**src/rtl/tilt_move_pkg.sv**
```systemverilog
// Shared definitions for the tilt-to-move block.
//   - Bit positions of the four move directions inside move_pulses / blocked.
//   - dir_t: per-axis direction pair, at most one bit set.
//   - level_width(): width of a speed-level bus able to hold 0..num_levels.
package tilt_move_pkg;

  localparam int X_INC = 3;
  localparam int X_DEC = 2;
  localparam int Y_INC = 1;
  localparam int Y_DEC = 0;

  typedef struct packed {
    logic inc;
    logic dec;
  } dir_t;

  function automatic int level_width(input int num_levels);
    return $clog2(num_levels + 1);
  endfunction

endpackage

```
**src/rtl/tilt_axis_rate.sv**
```systemverilog
// One axis of the tilt-to-move converter.
// Turns an unsigned tilt sample into a direction and a quantised speed
// level, then uses a phase accumulator stepped on each base tick to emit
// move pulses at a rate of level/ACC_TOP per tick.
// Ports:
//   clk, reset   system clock, synchronous active-high reset
//   enable       0 holds the accumulator at 0 (no pulses)
//   tick         one-cycle base tick shared by both axes
//   tilt         accelerometer sample, centre = 2**(TILT_WIDTH-1)
//   blocked_inc  wall in the increasing direction
//   blocked_dec  wall in the decreasing direction
//   pulse_inc    registered one-cycle move pulse, increasing direction
//   pulse_dec    registered one-cycle move pulse, decreasing direction
//   level        registered speed level (1-cycle latency)
module tilt_axis_rate
  import tilt_move_pkg::*;
#(
  parameter int TILT_WIDTH  = 8,
  parameter int DEADZONE    = 16,
  parameter int LEVEL_SHIFT = 4,
  parameter int NUM_LEVELS  = 7,
  parameter int ACC_TOP     = 16
) (
  input  logic                                clk,
  input  logic                                reset,
  input  logic                                enable,
  input  logic                                tick,
  input  logic [TILT_WIDTH-1:0]               tilt,
  input  logic                                blocked_inc,
  input  logic                                blocked_dec,
  output logic                                pulse_inc,
  output logic                                pulse_dec,
  output logic [level_width(NUM_LEVELS)-1:0]  level
);

  localparam int LW = level_width(NUM_LEVELS);
  localparam int AW = $clog2(ACC_TOP + NUM_LEVELS);

  localparam logic [TILT_WIDTH-1:0] CENTRE  = TILT_WIDTH'(2 ** (TILT_WIDTH - 1));
  localparam logic [TILT_WIDTH-1:0] MAG_MAX = TILT_WIDTH'(2 ** (TILT_WIDTH - 1) - 1);
  localparam logic [TILT_WIDTH-1:0] DZ      = TILT_WIDTH'(DEADZONE);
  localparam logic [TILT_WIDTH-1:0] DZ_P1   = TILT_WIDTH'(DEADZONE + 1);
  localparam logic [TILT_WIDTH-1:0] NL_T    = TILT_WIDTH'(NUM_LEVELS);
  localparam logic [AW-1:0]         ACC_MOD = AW'(ACC_TOP);

  dir_t                  dir;
  dir_t                  dir_q;
  logic [TILT_WIDTH-1:0] mag_raw;
  logic [TILT_WIDTH-1:0] mag;
  logic [TILT_WIDTH-1:0] steps;
  logic [LW-1:0]         level_d;
  logic [AW-1:0]         acc;
  logic [AW-1:0]         sum;
  logic                  blk;
  logic                  clear;

  // NOTE: every signal assigned in this block gets a default first, so no
  // path leaves a value unassigned and no latch is inferred.
  always_comb begin
    dir     = '0;
    mag_raw = '0;
    mag     = '0;
    steps   = '0;
    level_d = '0;

    dir.inc = (tilt > CENTRE);
    dir.dec = (tilt < CENTRE);

    // Full-scale negative tilt (tilt=0) is one count larger than positive
    // full scale; saturate so both extremes share the same top magnitude.
    mag_raw = dir.dec ? (CENTRE - tilt) : (tilt - CENTRE);
    mag     = (mag_raw > MAG_MAX) ? MAG_MAX : mag_raw;

    if (mag > DZ) begin
      steps   = (mag - DZ_P1) >> LEVEL_SHIFT;
      level_d = (steps >= NL_T) ? LW'(NUM_LEVELS) : (LW'(steps) + LW'(1));
    end
  end

  assign blk   = (dir.inc & blocked_inc) | (dir.dec & blocked_dec);
  // A direction change, a wall or zero speed restarts the phase from 0, so
  // motion after any of these always begins with a full accumulation.
  assign clear = !enable || (level_d == '0) || (dir != dir_q) || blk;
  assign sum   = acc + AW'(level_d);

  // NOTE: state registers use non-blocking assignments so every flop samples
  // the pre-edge values, independent of statement order.
  always_ff @(posedge clk) begin
    if (reset) begin
      acc       <= '0;
      dir_q     <= '0;
      pulse_inc <= 1'b0;
      pulse_dec <= 1'b0;
      level     <= '0;
    end else begin
      level     <= level_d;
      dir_q     <= dir;
      pulse_inc <= 1'b0;
      pulse_dec <= 1'b0;
      if (clear) begin
        acc <= '0;
      end else if (tick) begin
        // NUM_LEVELS < ACC_TOP, so one subtraction always brings sum below
        // ACC_TOP and a single tick yields at most one pulse.
        if (sum >= ACC_MOD) begin
          acc       <= sum - ACC_MOD;
          pulse_inc <= dir.inc;
          pulse_dec <= dir.dec;
        end else begin
          acc <= sum;
        end
      end
    end
  end

endmodule

```
**src/rtl/tilt_rate_mover.sv**
```systemverilog
// Converts X/Y accelerometer tilt samples into one-cycle ball-move pulses
// whose rate follows tilt magnitude. Owns the shared base tick counter and
// maps each axis onto the move_pulses / blocked bit positions.
// Ports:
//   clk, reset   system clock, synchronous active-high reset
//   enable       0 holds both accumulators at 0 (no pulses)
//   x_tilt       X sample, unsigned, centre = 2**(TILT_WIDTH-1)
//   y_tilt       Y sample
//   blocked      wall flags {x_inc, x_dec, y_inc, y_dec}
//   move_pulses  one-cycle pulses {x_inc, x_dec, y_inc, y_dec}
//   x_level      registered X speed level
//   y_level      registered Y speed level
module tilt_rate_mover
  import tilt_move_pkg::*;
#(
  parameter int CLK_FREQUENCY_HZ  = 100000000,
  parameter int BASE_TICK_HZ      = 1024,
  parameter int TILT_WIDTH        = 8,
  parameter int DEADZONE          = 16,
  parameter int LEVEL_SHIFT       = 4,
  parameter int NUM_LEVELS        = 7,
  parameter int ACC_TOP           = 16,
  parameter int CNTR_WIDTH        = 32,
  parameter int SIMULATE          = 0,
  parameter int SIMULATE_TICK_CNT = 5
) (
  input  logic                                clk,
  input  logic                                reset,
  input  logic                                enable,
  input  logic [TILT_WIDTH-1:0]               x_tilt,
  input  logic [TILT_WIDTH-1:0]               y_tilt,
  input  logic [3:0]                          blocked,
  output logic [3:0]                          move_pulses,
  output logic [level_width(NUM_LEVELS)-1:0]  x_level,
  output logic [level_width(NUM_LEVELS)-1:0]  y_level
);

  localparam logic [CNTR_WIDTH-1:0] TICK_TOP = (SIMULATE != 0)
      ? CNTR_WIDTH'(SIMULATE_TICK_CNT)
      : CNTR_WIDTH'(CLK_FREQUENCY_HZ / BASE_TICK_HZ - 1);

  logic [CNTR_WIDTH-1:0] tick_cnt;
  logic                  tick;

  assign tick = (tick_cnt == TICK_TOP);

  // Free-running regardless of enable so both axes stay phase-aligned to
  // the same base tick.
  always_ff @(posedge clk) begin
    if (reset) begin
      tick_cnt <= '0;
    end else if (tick) begin
      tick_cnt <= '0;
    end else begin
      tick_cnt <= tick_cnt + CNTR_WIDTH'(1);
    end
  end

  tilt_axis_rate #(
    .TILT_WIDTH  (TILT_WIDTH),
    .DEADZONE    (DEADZONE),
    .LEVEL_SHIFT (LEVEL_SHIFT),
    .NUM_LEVELS  (NUM_LEVELS),
    .ACC_TOP     (ACC_TOP)
  ) u_x_axis (
    .clk         (clk),
    .reset       (reset),
    .enable      (enable),
    .tick        (tick),
    .tilt        (x_tilt),
    .blocked_inc (blocked[X_INC]),
    .blocked_dec (blocked[X_DEC]),
    .pulse_inc   (move_pulses[X_INC]),
    .pulse_dec   (move_pulses[X_DEC]),
    .level       (x_level)
  );

  tilt_axis_rate #(
    .TILT_WIDTH  (TILT_WIDTH),
    .DEADZONE    (DEADZONE),
    .LEVEL_SHIFT (LEVEL_SHIFT),
    .NUM_LEVELS  (NUM_LEVELS),
    .ACC_TOP     (ACC_TOP)
  ) u_y_axis (
    .clk         (clk),
    .reset       (reset),
    .enable      (enable),
    .tick        (tick),
    .tilt        (y_tilt),
    .blocked_inc (blocked[Y_INC]),
    .blocked_dec (blocked[Y_DEC]),
    .pulse_inc   (move_pulses[Y_INC]),
    .pulse_dec   (move_pulses[Y_DEC]),
    .level       (y_level)
  );

endmodule
```
**config.mk**
```make
export PLATFORM = sky130hd
export DESIGN_NAME = tilt_rate_mover
export DESIGN_NICKNAME = d
export VERILOG_FILES = /design/src/rtl/tilt_move_pkg.sv /design/src/rtl/tilt_axis_rate.sv /design/src/rtl/tilt_rate_mover.sv
export SDC_FILE = /design/constraint.sdc
export NUM_CORES = 1
export LEC_CHECK = 0
export ABC_AREA = 0
export BUFFER_PORTS_ARGS = -buffer_cell sky130_fd_sc_hd__buf_2
export CAP_MARGIN = 20
export CORE_MARGIN = 2
export CORE_UTILIZATION = 30
export CTS_CLUSTER_DIAMETER = 120
export CTS_CLUSTER_SIZE = 24
export DETAILED_ROUTE_END_ITERATION = 10
export PLACE_DENSITY_LB_ADDON = 0.2
export SLEW_MARGIN = 30
export SYNTH_ARGS = -nofsm -noshare
export SYNTH_HDL_FRONTEND = slang
export SYNTH_SLANG_ARGS = --single-unit
export TNS_END_PERCENT = 30
```
**constraint.sdc**
```tcl
create_clock -name clk -period 3.91 [get_ports clk]
set_input_delay 0.5865 -clock clk [delete_from_list [all_inputs] [get_ports clk]]
set_output_delay 0.5865 -clock clk [all_outputs]
set_load 0.02 [all_outputs]
```
Word-level counts from Yosys, hierarchy flattened:

Cells that the tools add are included.

* bitwise operators: 9
* magnitude comparators: 12
* $add $sub $neg: 13
* mux-type cells: 10
* equality and inequality tests: 3
* reduce and logical (&&, ||, !) cells: 14

Operator list (number)
* $add A32 B1 Y32 const B: 1
* $eq A32 B17 Y1 const B: 1
* $mux W8: 4
* $gt A8 B5 Y1 const B: 2
* $gt A8 B7 Y1 const B: 2
* $gt A8 B8 Y1 const B: 2
* $lt A8 B8 Y1 const B: 2
* $sub A8 B5 Y8 const B: 2
* $sub A8 B8 Y8 const A: 2
* $sub A8 B8 Y8 const B: 2
* $mux W3: 4
* $add A5 B3 Y5: 2
* $ge A5 B5 Y1 const B: 2
* $mux W5: 2
* $sub A5 B5 Y5 const B: 2
* $ge A4 B3 Y1 const B: 2
* $reduce_or A4 Y1: 2
* $add A3 B1 Y3 const B: 2
* $logic_not A3 Y1: 2
* $logic_or A1 B1 Y1: 6
* $reduce_or A2 Y1: 3
* $and A1 B1 Y1: 4
* $ne A2 B2 Y1: 2
* $not A1 Y1: 3
* 2 further kinds: 3

* bits in registers: 56
* input port bits: 23
* output and inout bits: 10
* logic and storage cells: 74

Longest topological paths before layout:

* depth in word-level cells: 13
* mapped depth: 17
* depth with buffers taken out: 17

By module:

A second synthesis with hierarchy kept.

* cell total of the unflattened synthesis: 409
* area, all modules: 3530.9 sq um

Modules (own cells, without submodules)
* tilt_rate_mover: area each 1567.8 sq um, cells an instance 184, instances 1, seq. area each 640.6 sq um
* tilt_axis_rate (u_y_axis): area each 989.7 sq um, cells an instance 118, instances 1, seq. area each 220.2 sq um
* tilt_axis_rate (u_x_axis): area each 973.4 sq um, cells an instance 107, instances 1, seq. area each 220.2 sq um

Worst setup path before layout:

Ideal clock, no wire load.

* kind: input port to flip-flop
* start point: input port y_tilt[0]
* end point: register u_y_axis.pulse_inc
* required time: 3.767 ns
* buffers on the path: 0
* setup slack: -0.004 ns
* library setup time: 0.143 ns
* cell stages on the path: 14
* arrival time: 3.771 ns
* path through: inv_1 ha_1 or3b_2 a211oi_4 o21bai_1 and2_1 mux2i_1 ha_1 or2_2 a31oi_1 or4b_1 a21o_1 a32oi_2 nor4_1

* cells in the longest elaborated chain, start to end: 13
* elaborated cells between the ends (all ways): 25
* those cells by class: add/sub (5); order compare (6); eq/ne (1); mux (4); bitwise (4); reduce/logical (5)

RTL lines
* start, declared: line tilt_rate_mover.sv:31 `input logic [TILT_WIDTH-1:0] y_tilt,`
* parallel branches: the longest is 13 deep, another holds $sub A8 B8 Y8
* end signal, assigned: line tilt_axis_rate.sv:107 `pulse_inc <= dir.inc;`
* end, declared: line tilt_axis_rate.sv:31 `output logic pulse_inc,`

Parallel ways; which one is timed is not known.
A chain may end at the register's enable or synchronous reset.

Worst setup path in the final report:

Same ends and word-level chain as after synthesis.

==> results by group <==
Outcome
  – Status: finished clean

Clocking
  – CTS tree: done
  – CTS H-tree depth: 2
  – Clk sink count: 54
  – Post CTS Setup Buffer Count: 0
  – Clock root buffer master: clkbuf_8
  – CTS max path bufs: 2
  – Clock Pin Slew Worst Setup and Hold Paths: approximately 90 ps
  – Clock Latency Late Sink: between 300 and 400 ps
  – Clock buffer count from CTS: 5
  – # hold bufs at CTS: 0
  – # resized after CTS: 0

Synthesis
  – Area share of fa/ha/maj cells after synthesis: 0.0549
  – Fraction of registers with async set/reset: 0
  – EDFF count, synth: 0
  – Largest family of logic cells by synthesized area: simple AND/OR/NAND/NOR gates
  – Synthesized net count: 413
  – Syn Area/Cell: about 8.6 sq um
  – Syn. warnings: 0
  – Post-Synthesis Cells: 377
  – Sequential share of the synthesized area: 0.334
  – Post-Synth Simple-Gate Area: 0.294
  – Dominant synthesized flop cell: dfxtp_1
  – Synth Register Bits: 54
  – Post-synthesis mux area share: 0.0321
  – Syn Std Cell Area: about 3200 sq um
  – Synth Area in Compound Gates: 0.153
  – Synth Area in XOR/XNOR: 0.0866
  – Netlist cell types: 64

Power and ir drop
  – Lkg Pwr: 1.41 nW
  – VDD IR max: ~0.15 mV
  – Power per Cell Area: between 300 and 400 nW/um^2

Floorplanning
  – Starting Density: 0.311
  – Core Rows: 37
  – Die area: 11600 sq um
  – Io pins: 33
  – Die Y: 108 um
  – Die Wd: around 110 um
  – Core footprint: 10400 sq um

Setup path
  – Worst Setup Start Kind: input pin
  – CP max-delay cell: or4b_4
  – Critical Path Most Common Cell: ha_1
  – Crit path kind: in -> reg
  – Max stage delay on crit path: 490 ps
  – WP data arrival: 3770 ps
  – Worst-path cell chain: buf_2 > inv_1 > ha_1 > or3b_4 > a211oi_4 > o21bai_4 > and2_1 > mux2i_1 > ha_1 > or2_2 > a31oi_1 > or4b_4 > a21o_1 > a32oi_2 > buf_4 > nor4_1
  – Crit Path Max Fanout: 6
  – Nature of the critical path endpoint: register
  – Worst Path Required: 4070 ps

Route
  – Initial DRC Count: 86
  – Via count: 2720
  – DR WL/cell: approximately 12 um
  – DRC Markers: 0
  – DRT antenna net count: 0
  – Average via count per standard cell: around 4.8
  – First-pass DRT Iterations: 4
  – WL final: 6.69 mm

Placement
  – Port Buffers: 32
  – HPWL Detailed: 5.16 mm
  – Dpl cells: between 500 and 600
  – GPL Wtd Cong: 0.775
  – Placed Area: 3670 sq um

Layout
  – Most common cell after layout, fill and taps aside: dfxtp_1
  – Diode count: 0
  – Most frequent cells in the layout: 54 x dfxtp_1, 50 x nor2_1, 32 x buf_2, 21 x buf_4
  – Area growth syn-to-layout: 17.7%
  – Fraction of layout cells with a size suffix above 1: 0.205
  – Seq. cell area: 1080 sq um
  – Nets: 460
  – Non-Filler Instances: 561
  – Fill count: about 1100
  – Final core occ: 0.366
  – Area of the multi-input gates: 2030 sq um
  – Post-route cell area: 3810 sq um

STA
  – Slew HR: 0.427
  – Final Max Slew Viols: 0
  – Count of final setup violators: 0
  – Fmax: 277 MHz
  – Final Hold Viols: 0
  – RSZ-0062 raised after global routing: no
  – Period minus WS final: 3610 ps
  – Layout Skew: about 13 ps
  – Fin crit share: 0.922
  – Worst slew pin tran: 851 ps

Global routing
  – Vias in the first global route: 2597
  – Largest net degree at the start of global routing: 33
  – Global-route wire length before repair: 11.9 mm
  – All-Layer GR Usage: 0.125
  – Remaining Overflow, GRT: 0
  – Initial antenna violation count: 0

Hold path
  – HP Class: reg -> reg

Job
  – Max Cap Viol: 0
-- metal layers --
metal | routed length [um] | GRT usage
met1 | 3390 | 0.165
met2 | 3090 | 0.208
met5 | 0 | 0
met3 | 153 | 0.0206
met4 | 56 | 0.0375
-- sequential cells by signal, indices dropped and copies added, names as in the netlist --
signal	flops
u_x_axis.pulse_inc	1
u_y_axis.pulse_dec	1
u_y_axis.acc	4
u_y_axis.dir_q	2
u_y_axis.pulse_inc	1
u_x_axis.dir_q	2
tick_cnt	32
u_x_axis.level	3
u_x_axis.acc	4
u_x_axis.pulse_dec	1
u_y_axis.level	3
-- where the power goes --
| part | total, mW | leakage (nW) | switching [mW] | internal (mW) |
|---|---|---|---|---|
| Sequential | 0.568 | 0.438 | 0.00523 | 0.563 |
| Clock | 0.457 | 0.0714 | 0.184 | 0.273 |
| Combinational | 0.239 | 0.901 | 0.129 | 0.110 |
-- layout make-up --
class                   count  share of cell area
clock buffers               6              0.0217
repair buffers             53              0.0834
clock inverters             2              0.0158
multi-input cells         291               0.532
flip-flops and latches     54               0.284
well taps                 136              0.0447
inverters                  19              0.0187
-- critical path: cells and delay by family --
kind | cells | cell delay [ps]
AOI/OAI and AO/OA | 5 | 930
and+or+nand+nor | 5 | 1370
buffers and inverters | 3 | 330
adders and majority gates | 2 | 480
muxes | 1 | 70
-- Yosys cell counts (4+ instances only) --
cell type / count / area (sq um)
mux2i_1: 7 / 70.1
nand4_1: 6 / 37.5
buf_4: 6 / 45.0
nor2_1: 50 / 188
nor2b_1: 12 / 75.1
ha_1: 11 / 138
o21ai_0: 14 / 70.1
nand3_1: 19 / 95.1
or3_1: 9 / 56.3
nand2_1: 15 / 56.3
nand2b_1: 5 / 31.3
o21bai_1: 4 / 30.0
nor4_1: 6 / 37.5
dfxtp_1: 54 / 1080
buf_2: 4 / 20.0
xnor2_1: 17 / 149
inv_1: 19 / 71.3
nor3_1: 13 / 65.1
a21oi_1: 19 / 95.1
xor2_1: 15 / 131
-- worst paths after layout --
path / startpoint / to / slack (ps) / cells after the start
max: y_tilt[0] / u_y_axis.pulse_inc / 300 / 16
min: tick_cnt[0] / tick_cnt[0] / 470 / 1
max reg2reg: tick_cnt[0] / tick_cnt[8] / 1440 / 6
min reg2reg: tick_cnt[0] / tick_cnt[0] / 470 / 1
-- per-stage QoR --
stage	setup TNS [ps]	power [mW]	hold WS, ps	setup slack [ps]
finish	0	1.26	473	305
global placement	0	0.819	449	30.6
CTS	0	1.28	481	299
floorplan	0	0.738	430	60.0
detailed placement	-124	0.823	457	-23.3
global route	0	1.33	526	89.0
-- kinds of logic (layout without fill, tap and decap cells) --
kind of cell	Yosys count	after routing
buffers and inverters	32	80
AO/OA/AOI/OAI	69	69
flip-flops	54	54
adder cells (fa/ha/maj)	13	13
XOR/XNOR	32	32
AND/OR/NAND/NOR	168	168
multiplexers	9	9
No activity file was read; power rests on OpenSTA's default activity.
